File: config.mk
export PLATFORM = sky130hd
export DESIGN_NAME = cam_stream_gen
export DESIGN_NICKNAME = d
export VERILOG_FILES = /design/src/rtl/cam_stream_gen.sv
export SDC_FILE = /design/constraint.sdc
export NUM_CORES = 1
export LEC_CHECK = 0
export CAP_MARGIN = 20
export CORE_MARGIN = 1.5
export CORE_UTILIZATION = 46
export DETAILED_ROUTE_END_ITERATION = 6
export HOLD_SLACK_MARGIN = 0.15
export PLACE_DENSITY_LB_ADDON = 0.15
export SYNTH_ARGS = -nofsm -noshare
export SYNTH_HDL_FRONTEND = slang
export SYNTH_SLANG_ARGS = --single-unit
File: constraint.sdc
create_clock -name clk -period 3.3 [get_ports clk]
set_input_delay 0.33 -clock clk [delete_from_list [all_inputs] [get_ports clk]]
set_output_delay 0.33 -clock clk [all_outputs]
set_load 0.05 [all_outputs]
File: src/rtl/cam_stream_gen.sv
// OV7670-style parallel pixel source: drives p_clock/vsync/href/p_data like the sensor,
// producing RGB565 test-pattern frames (single-shot or continuous) for loopback of the capture path.
module cam_stream_gen #(
  parameter int H_ACTIVE    = 640,
  parameter int H_BLANK     = 144,
  parameter int V_ACTIVE    = 480,
  parameter int VSYNC_LINES = 3,
  parameter int VBP_LINES   = 17,
  parameter int VFP_LINES   = 10,
  parameter int PCLK_HALF   = 2
) (
  input  logic        clk,
  input  logic        reset,
  input  logic        start_en,
  input  logic        cont_mode,
  input  logic [1:0]  pattern_sel,
  input  logic [15:0] solid_color,
  output logic        p_clock,
  output logic        vsync,
  output logic        href,
  output logic [7:0]  p_data,
  output logic        busy,
  output logic        frame_done
);

  localparam int LINE_BYTES = 2 * (H_ACTIVE + H_BLANK);
  localparam int ACT_BYTES  = 2 * H_ACTIVE;
  localparam int BAR_W      = H_ACTIVE / 8;
  localparam int MAX_AB     = (VSYNC_LINES > VBP_LINES) ? VSYNC_LINES : VBP_LINES;
  localparam int MAX_CD     = (V_ACTIVE > VFP_LINES) ? V_ACTIVE : VFP_LINES;
  localparam int MAX_SEG    = (MAX_AB > MAX_CD) ? MAX_AB : MAX_CD;
  localparam int BYTE_W     = $clog2(LINE_BYTES);
  localparam int SEG_W      = $clog2(MAX_SEG + 1);
  localparam int ROW_W      = $clog2(V_ACTIVE + 1);
  localparam int DIV_W      = $clog2(PCLK_HALF + 1);
  localparam int BARP_W     = $clog2(BAR_W + 1);

  localparam logic [2:0] ST_IDLE   = 3'd0;
  localparam logic [2:0] ST_VSYNC  = 3'd1;
  localparam logic [2:0] ST_VBP    = 3'd2;
  localparam logic [2:0] ST_ACTIVE = 3'd3;
  localparam logic [2:0] ST_VFP    = 3'd4;
  localparam logic [2:0] ST_DONE   = 3'd5;

  // Counters address the byte to be presented at the NEXT fall event; outputs are registered from them.
  logic [2:0]        state, state_nxt;
  logic [DIV_W-1:0]  div_cnt;
  logic [BYTE_W-1:0] byte_cnt;
  logic [SEG_W-1:0]  seg_line;
  logic [ROW_W-1:0]  row_cnt;
  logic [2:0]        bar_cnt;
  logic [BARP_W-1:0] bar_pix;
  logic [7:0]        fcnt;
  logic [1:0]        pattern_q;
  logic [15:0]       solid_q;
  logic              pending;

  logic        div_last, fall_evt, start_frame, seg_last, in_href;
  logic [4:0]  col_lo;
  logic [5:0]  row_lo;
  logic [15:0] bar_color, pix_color;
  logic [7:0]  data_nxt;

  assign div_last    = (int'(div_cnt) == PCLK_HALF - 1);
  assign fall_evt    = div_last && p_clock;
  assign start_frame = fall_evt && ((state == ST_IDLE && pending) || (state == ST_DONE && cont_mode));
  assign in_href     = (state == ST_ACTIVE) && (int'(byte_cnt) < ACT_BYTES);
  assign col_lo      = 5'(byte_cnt >> 1);
  assign row_lo      = 6'(row_cnt);

  always_comb begin
    // NOTE: every always_comb output gets a default first so no path can infer a latch.
    seg_last  = 1'b0;
    state_nxt = ST_IDLE;
    case (state)
      ST_VSYNC:  begin seg_last = (int'(seg_line) == VSYNC_LINES - 1); state_nxt = ST_VBP;    end
      ST_VBP:    begin seg_last = (int'(seg_line) == VBP_LINES - 1);   state_nxt = ST_ACTIVE; end
      ST_ACTIVE: begin seg_last = (int'(seg_line) == V_ACTIVE - 1);    state_nxt = ST_VFP;    end
      ST_VFP:    begin seg_last = (int'(seg_line) == VFP_LINES - 1);   state_nxt = ST_DONE;   end
      default:   begin seg_last = 1'b0;                                state_nxt = ST_IDLE;   end
    endcase
  end

  always_comb begin
    bar_color = 16'h0000;
    case (bar_cnt)
      3'd0:    bar_color = 16'hFFFF;
      3'd1:    bar_color = 16'hFFE0;
      3'd2:    bar_color = 16'h07FF;
      3'd3:    bar_color = 16'h07E0;
      3'd4:    bar_color = 16'hF81F;
      3'd5:    bar_color = 16'hF800;
      3'd6:    bar_color = 16'h001F;
      default: bar_color = 16'h0000;
    endcase
  end

  always_comb begin
    pix_color = 16'h0000;
    case (pattern_q)
      2'd0:    pix_color = bar_color;
      2'd1:    pix_color = {col_lo, row_lo, fcnt[4:0]};
      2'd2:    pix_color = solid_q;
      default: pix_color = (col_lo[3] ^ row_lo[3]) ? 16'hFFFF : 16'h0000;
    endcase
    data_nxt = 8'h00;
    if (in_href) data_nxt = byte_cnt[0] ? pix_color[7:0] : pix_color[15:8];
  end

  always_ff @(posedge clk) begin
    if (reset) begin
      p_clock    <= 1'b0;
      vsync      <= 1'b0;
      href       <= 1'b0;
      p_data     <= 8'h00;
      busy       <= 1'b0;
      frame_done <= 1'b0;
      div_cnt    <= '0;
      byte_cnt   <= '0;
      seg_line   <= '0;
      row_cnt    <= '0;
      bar_cnt    <= '0;
      bar_pix    <= '0;
      fcnt       <= '0;
      pattern_q  <= '0;
      solid_q    <= '0;
      pending    <= 1'b0;
      state      <= ST_IDLE;
    end else begin
      // NOTE: sequential state uses non-blocking assignments so every register sees pre-edge values.
      frame_done <= 1'b0;
      if (div_last) begin
        div_cnt <= '0;
        p_clock <= ~p_clock;
      end else begin
        div_cnt <= div_cnt + DIV_W'(1);
      end

      if (state == ST_IDLE && start_en) pending <= 1'b1;

      if (fall_evt) begin
        if (state == ST_DONE) begin
          frame_done <= 1'b1;
          fcnt       <= fcnt + 8'd1;
        end

        if (start_frame) begin
          // Byte 0 of line 0 is presented now, so the counters jump straight to byte 1.
          pending   <= 1'b0;
          busy      <= 1'b1;
          vsync     <= 1'b1;
          href      <= 1'b0;
          p_data    <= 8'h00;
          state     <= ST_VSYNC;
          seg_line  <= '0;
          byte_cnt  <= BYTE_W'(1);
          row_cnt   <= '0;
          bar_cnt   <= '0;
          bar_pix   <= '0;
          pattern_q <= pattern_sel;
          solid_q   <= solid_color;
        end else if (state == ST_DONE) begin
          busy     <= 1'b0;
          vsync    <= 1'b0;
          href     <= 1'b0;
          p_data   <= 8'h00;
          state    <= ST_IDLE;
          byte_cnt <= '0;
          seg_line <= '0;
          row_cnt  <= '0;
        end else if (state != ST_IDLE) begin
          vsync  <= (state == ST_VSYNC);
          href   <= in_href;
          p_data <= data_nxt;
          if (int'(byte_cnt) == LINE_BYTES - 1) begin
            byte_cnt <= '0;
            bar_cnt  <= '0;
            bar_pix  <= '0;
            if (state == ST_ACTIVE) row_cnt <= row_cnt + ROW_W'(1);
            if (seg_last) begin
              seg_line <= '0;
              state    <= state_nxt;
            end else begin
              seg_line <= seg_line + SEG_W'(1);
            end
          end else begin
            byte_cnt <= byte_cnt + BYTE_W'(1);
            if (in_href && byte_cnt[0]) begin
              if (int'(bar_pix) == BAR_W - 1) begin
                bar_pix <= '0;
                bar_cnt <= bar_cnt + 3'd1;
              end else begin
                bar_pix <= bar_pix + BARP_W'(1);
              end
            end
          end
        end
      end
    end
  end

endmodule

==> flow_metrics.tcl <==
set metrics [dict create \
    critPathTopFamily "simple AND/OR/NAND/NOR gates" \
    num_vias 3326 \
    cts_tree "built" \
    synth-compound-area-share 0.158 \
    maxSlewHeadroom 0.481 \
    worstMarginPinSlew_ns 0.771 \
    muxShareOfSynthArea 0.0562 \
    crit_required_ns 3.54 \
    first_iter_violations 141 \
    drv_slew 0 \
    synth_ff_type "dfxtp_1" \
    postSynth.asyncResetShare 0 \
    ctsHtreeMaxLevel 3 \
    die_h_um 95.5 \
    grt.overflow.total 0 \
    critPathBufInv 0 \
    status "completed" \
    synth_fa_ha_area_frac 0.0350 \
    port_buffers 34 \
    period_share 0.762 \
    grt_usage 0.210 \
    cts_root_buffer "clkbuf_8" \
    fmax_mhz 398 \
    areaGrowthSynthToFinish_pct 14.5 \
    cts_buffers 9 \
    grt_antenna_before_repair 0 \
    fin_worst_skew_ns 0.00936 \
    yosysWarnings 0 \
    post_cts.repair.setup_buffers 0 \
    cellPowerDensity_nw_per_um2 399 \
    hold_violations 0 \
    synth-simple-area-share 0.238 \
    grt_pass1_vias 2986 \
    nNetsFinal 510 \
    grt_start_max_net_pins 23 \
    fin_crit_ns 2.52 \
    synth_top_family_by_area "simple AND/OR/NAND/NOR gates" \
    via_per_inst 5.68 \
    end_kind "register" \
    dpl.hpwl_um 6420 \
    rsz0062_at_grt "no" \
    leakagePower_nw 1.58 \
    syn_nets 487 \
    maxCapViolCount 0 \
    worst_slack_ns 0.785 \
    clock_sinks 78 \
    detail_route.wl_per_cell_um 15.4 \
    insertion_delay_ns 0.35 \
    synth_xor_area_frac 0.0734 \
    ant_nets 0 \
    place_congestion 0.850 \
    rows 33 \
    cts_buffer_depth 2 \
    setup_viol 0 \
    ir_drop_v 0.000205 \
    ios 35 \
    start_util 0.477 \
    diodes 0 \
    hold_ws_ns 0.350 \
    synth_edf_count 0 \
    syn_avg_cell_area_um2 8.67 \
    drc_errors 0 \
    drive_above_1_share 0.0707 \
    slowest_delay_ns 0.64 \
    grt_pass1_wl_um 14800 \
    fp.dieW_um 95.5 \
    worstPathArrival_ns 2.76 \
    syn-cell-area_um2 3940 \
    yosysSeqAreaShare 0.397 \
    firstDrtPassIters 4 \
    fin_setup_tns_ns 0 \
    core_area_um2 8260 \
    synth_cells 454 \
    ys_ff_latch 78 \
    hp-class "in -> reg" \
    critical_path.max_fanout 16 \
    routed_wirelength_um 9050 \
    cts_hold_buffers 0 \
    clk_pin_slew_ns 0.08 \
    dpl-instance-area_um2 4330 \
    fp.dieArea_um2 9120 \
    ctsResizeCount 0 \
    critPathSlowestCell "dfxtp_1" \
    critPathLaunchType "register" \
    yosysUniqueCellTypes 63 \
    critPathKind "reg -> reg" \
    dp_slack_ns 0.813 \
    crit_path_cell_trace "ha_1, and4b_1, and3_1, a21oi_1, nor4b_1, xnor2_1, nor2_1" \
    stdcell_area_um2 4510 \
]
[power by group]
part           internal, W  leakage (nW)  total [W]  switching [W]
clock             0.000345        0.0931   0.000692       0.000347
combinational    0.0000601         0.854   0.000135      0.0000744
sequential        0.000953         0.629   0.000971      0.0000180
total              0.00136          1.58    0.00180       0.000440
[sequential cells by signal, indices dropped and copies added (netlist names), 2 cells and up]
register,flops
div_cnt,2
byte_cnt,11
solid_q,16
bar_pix,7
fcnt,5
pattern_q,2
seg_line,9
p_data,8
state,3
row_cnt,6
bar_cnt,3
[cell type report]
cell class                 instances  area, µm²
clock inverter                     4       48.8
multi-input combinational        337       2220
timing repair buffer              39        373
sequential                        78       1560
inverter                          12       45.0
clock buffer                      11        131
fill                             813       3750
tap                              105        131
[cells in the mapped netlist (10+ instances only)]
cell,instances,share of area
and3_1,10,0.016
nand4_1,13,0.021
ha_1,11,0.035
xor2_1,21,0.047
inv_1,12,0.011
nor3_1,14,0.018
mux2i_1,21,0.053
a21oi_1,27,0.034
dfxtp_1,78,0.40
nor2_1,66,0.063
xnor2_1,12,0.027
clkbuf_1,15,0.014
nand3_1,19,0.024
o21ai_0,10,0.013
nand2_1,29,0.028
[worst paths after layout]
kind | end | depth (start not counted) | slack [ns] | start
max | seg_line[6] | 7 | 0.78 | byte_cnt[0]
min | solid_q[6] | 2 | 0.35 | reset
max reg2reg | seg_line[6] | 7 | 0.78 | byte_cnt[0]
min reg2reg | div_cnt[0] | 1 | 0.44 | div_cnt[0]
[metrics by stage]
step                instances  utilization  total power [W]
floorplan                 454            -          0.00107
global placement          571        0.524          0.00113
detailed placement        571        0.524          0.00113
CTS                       586        0.546          0.00181
global route              586        0.546          0.00186
finish                    586        0.546          0.00180
[layer usage]
| layer | vias up | track usage | part of all wire |
|---|---|---|---|
| met5 | - | 0 | 0 |
| met4 | 0 | 0.0637 | 0.014 |
| met3 | 13 | 0.0486 | 0.039 |
| met2 | 65 | 0.317 | 0.45 |
| met1 | 1587 | 0.295 | 0.49 |
| li1 | 1661 | - | - |
[worst register-to-register path: cells and delay by family (launching register included)]
| family | cells | cell delay, ns |
|---|---|---|
| adders and majority gates | 1 | 0.30 |
| and+or+nand+nor | 4 | 1.08 |
| DFF | 1 | 0.64 |
| xor gates and xnor gates | 1 | 0.16 |
| AOI/OAI and AO/OA | 1 | 0.22 |
[cell families (layout without fill, tap and decap cells)]
| kind of cell | Yosys count | count (layout) |
|---|---|---|
| and+or+nand+nor | 185 | 185 |
| AOI/OAI and AO/OA | 86 | 86 |
| DFF | 78 | 78 |
| buffers and inverters | 39 | 66 |
| xor gates and xnor gates | 33 | 33 |
| muxes | 22 | 22 |
| adders and majority gates | 11 | 11 |
[cell usage in the layout (no fill, tap or decap), drive strengths merged, types with 13 or more instances in the layout]
master	Yosys	layout
nor3	15	15
nor2	67	67
xor2	21	21
mux2i	21	21
nand3	19	19
dfxtp	78	78
nand4	13	13
clkdlybuf4s50	0	33
nand2	30	30
a21oi	28	28
Note: power is estimated with default switching activity, not from simulation.
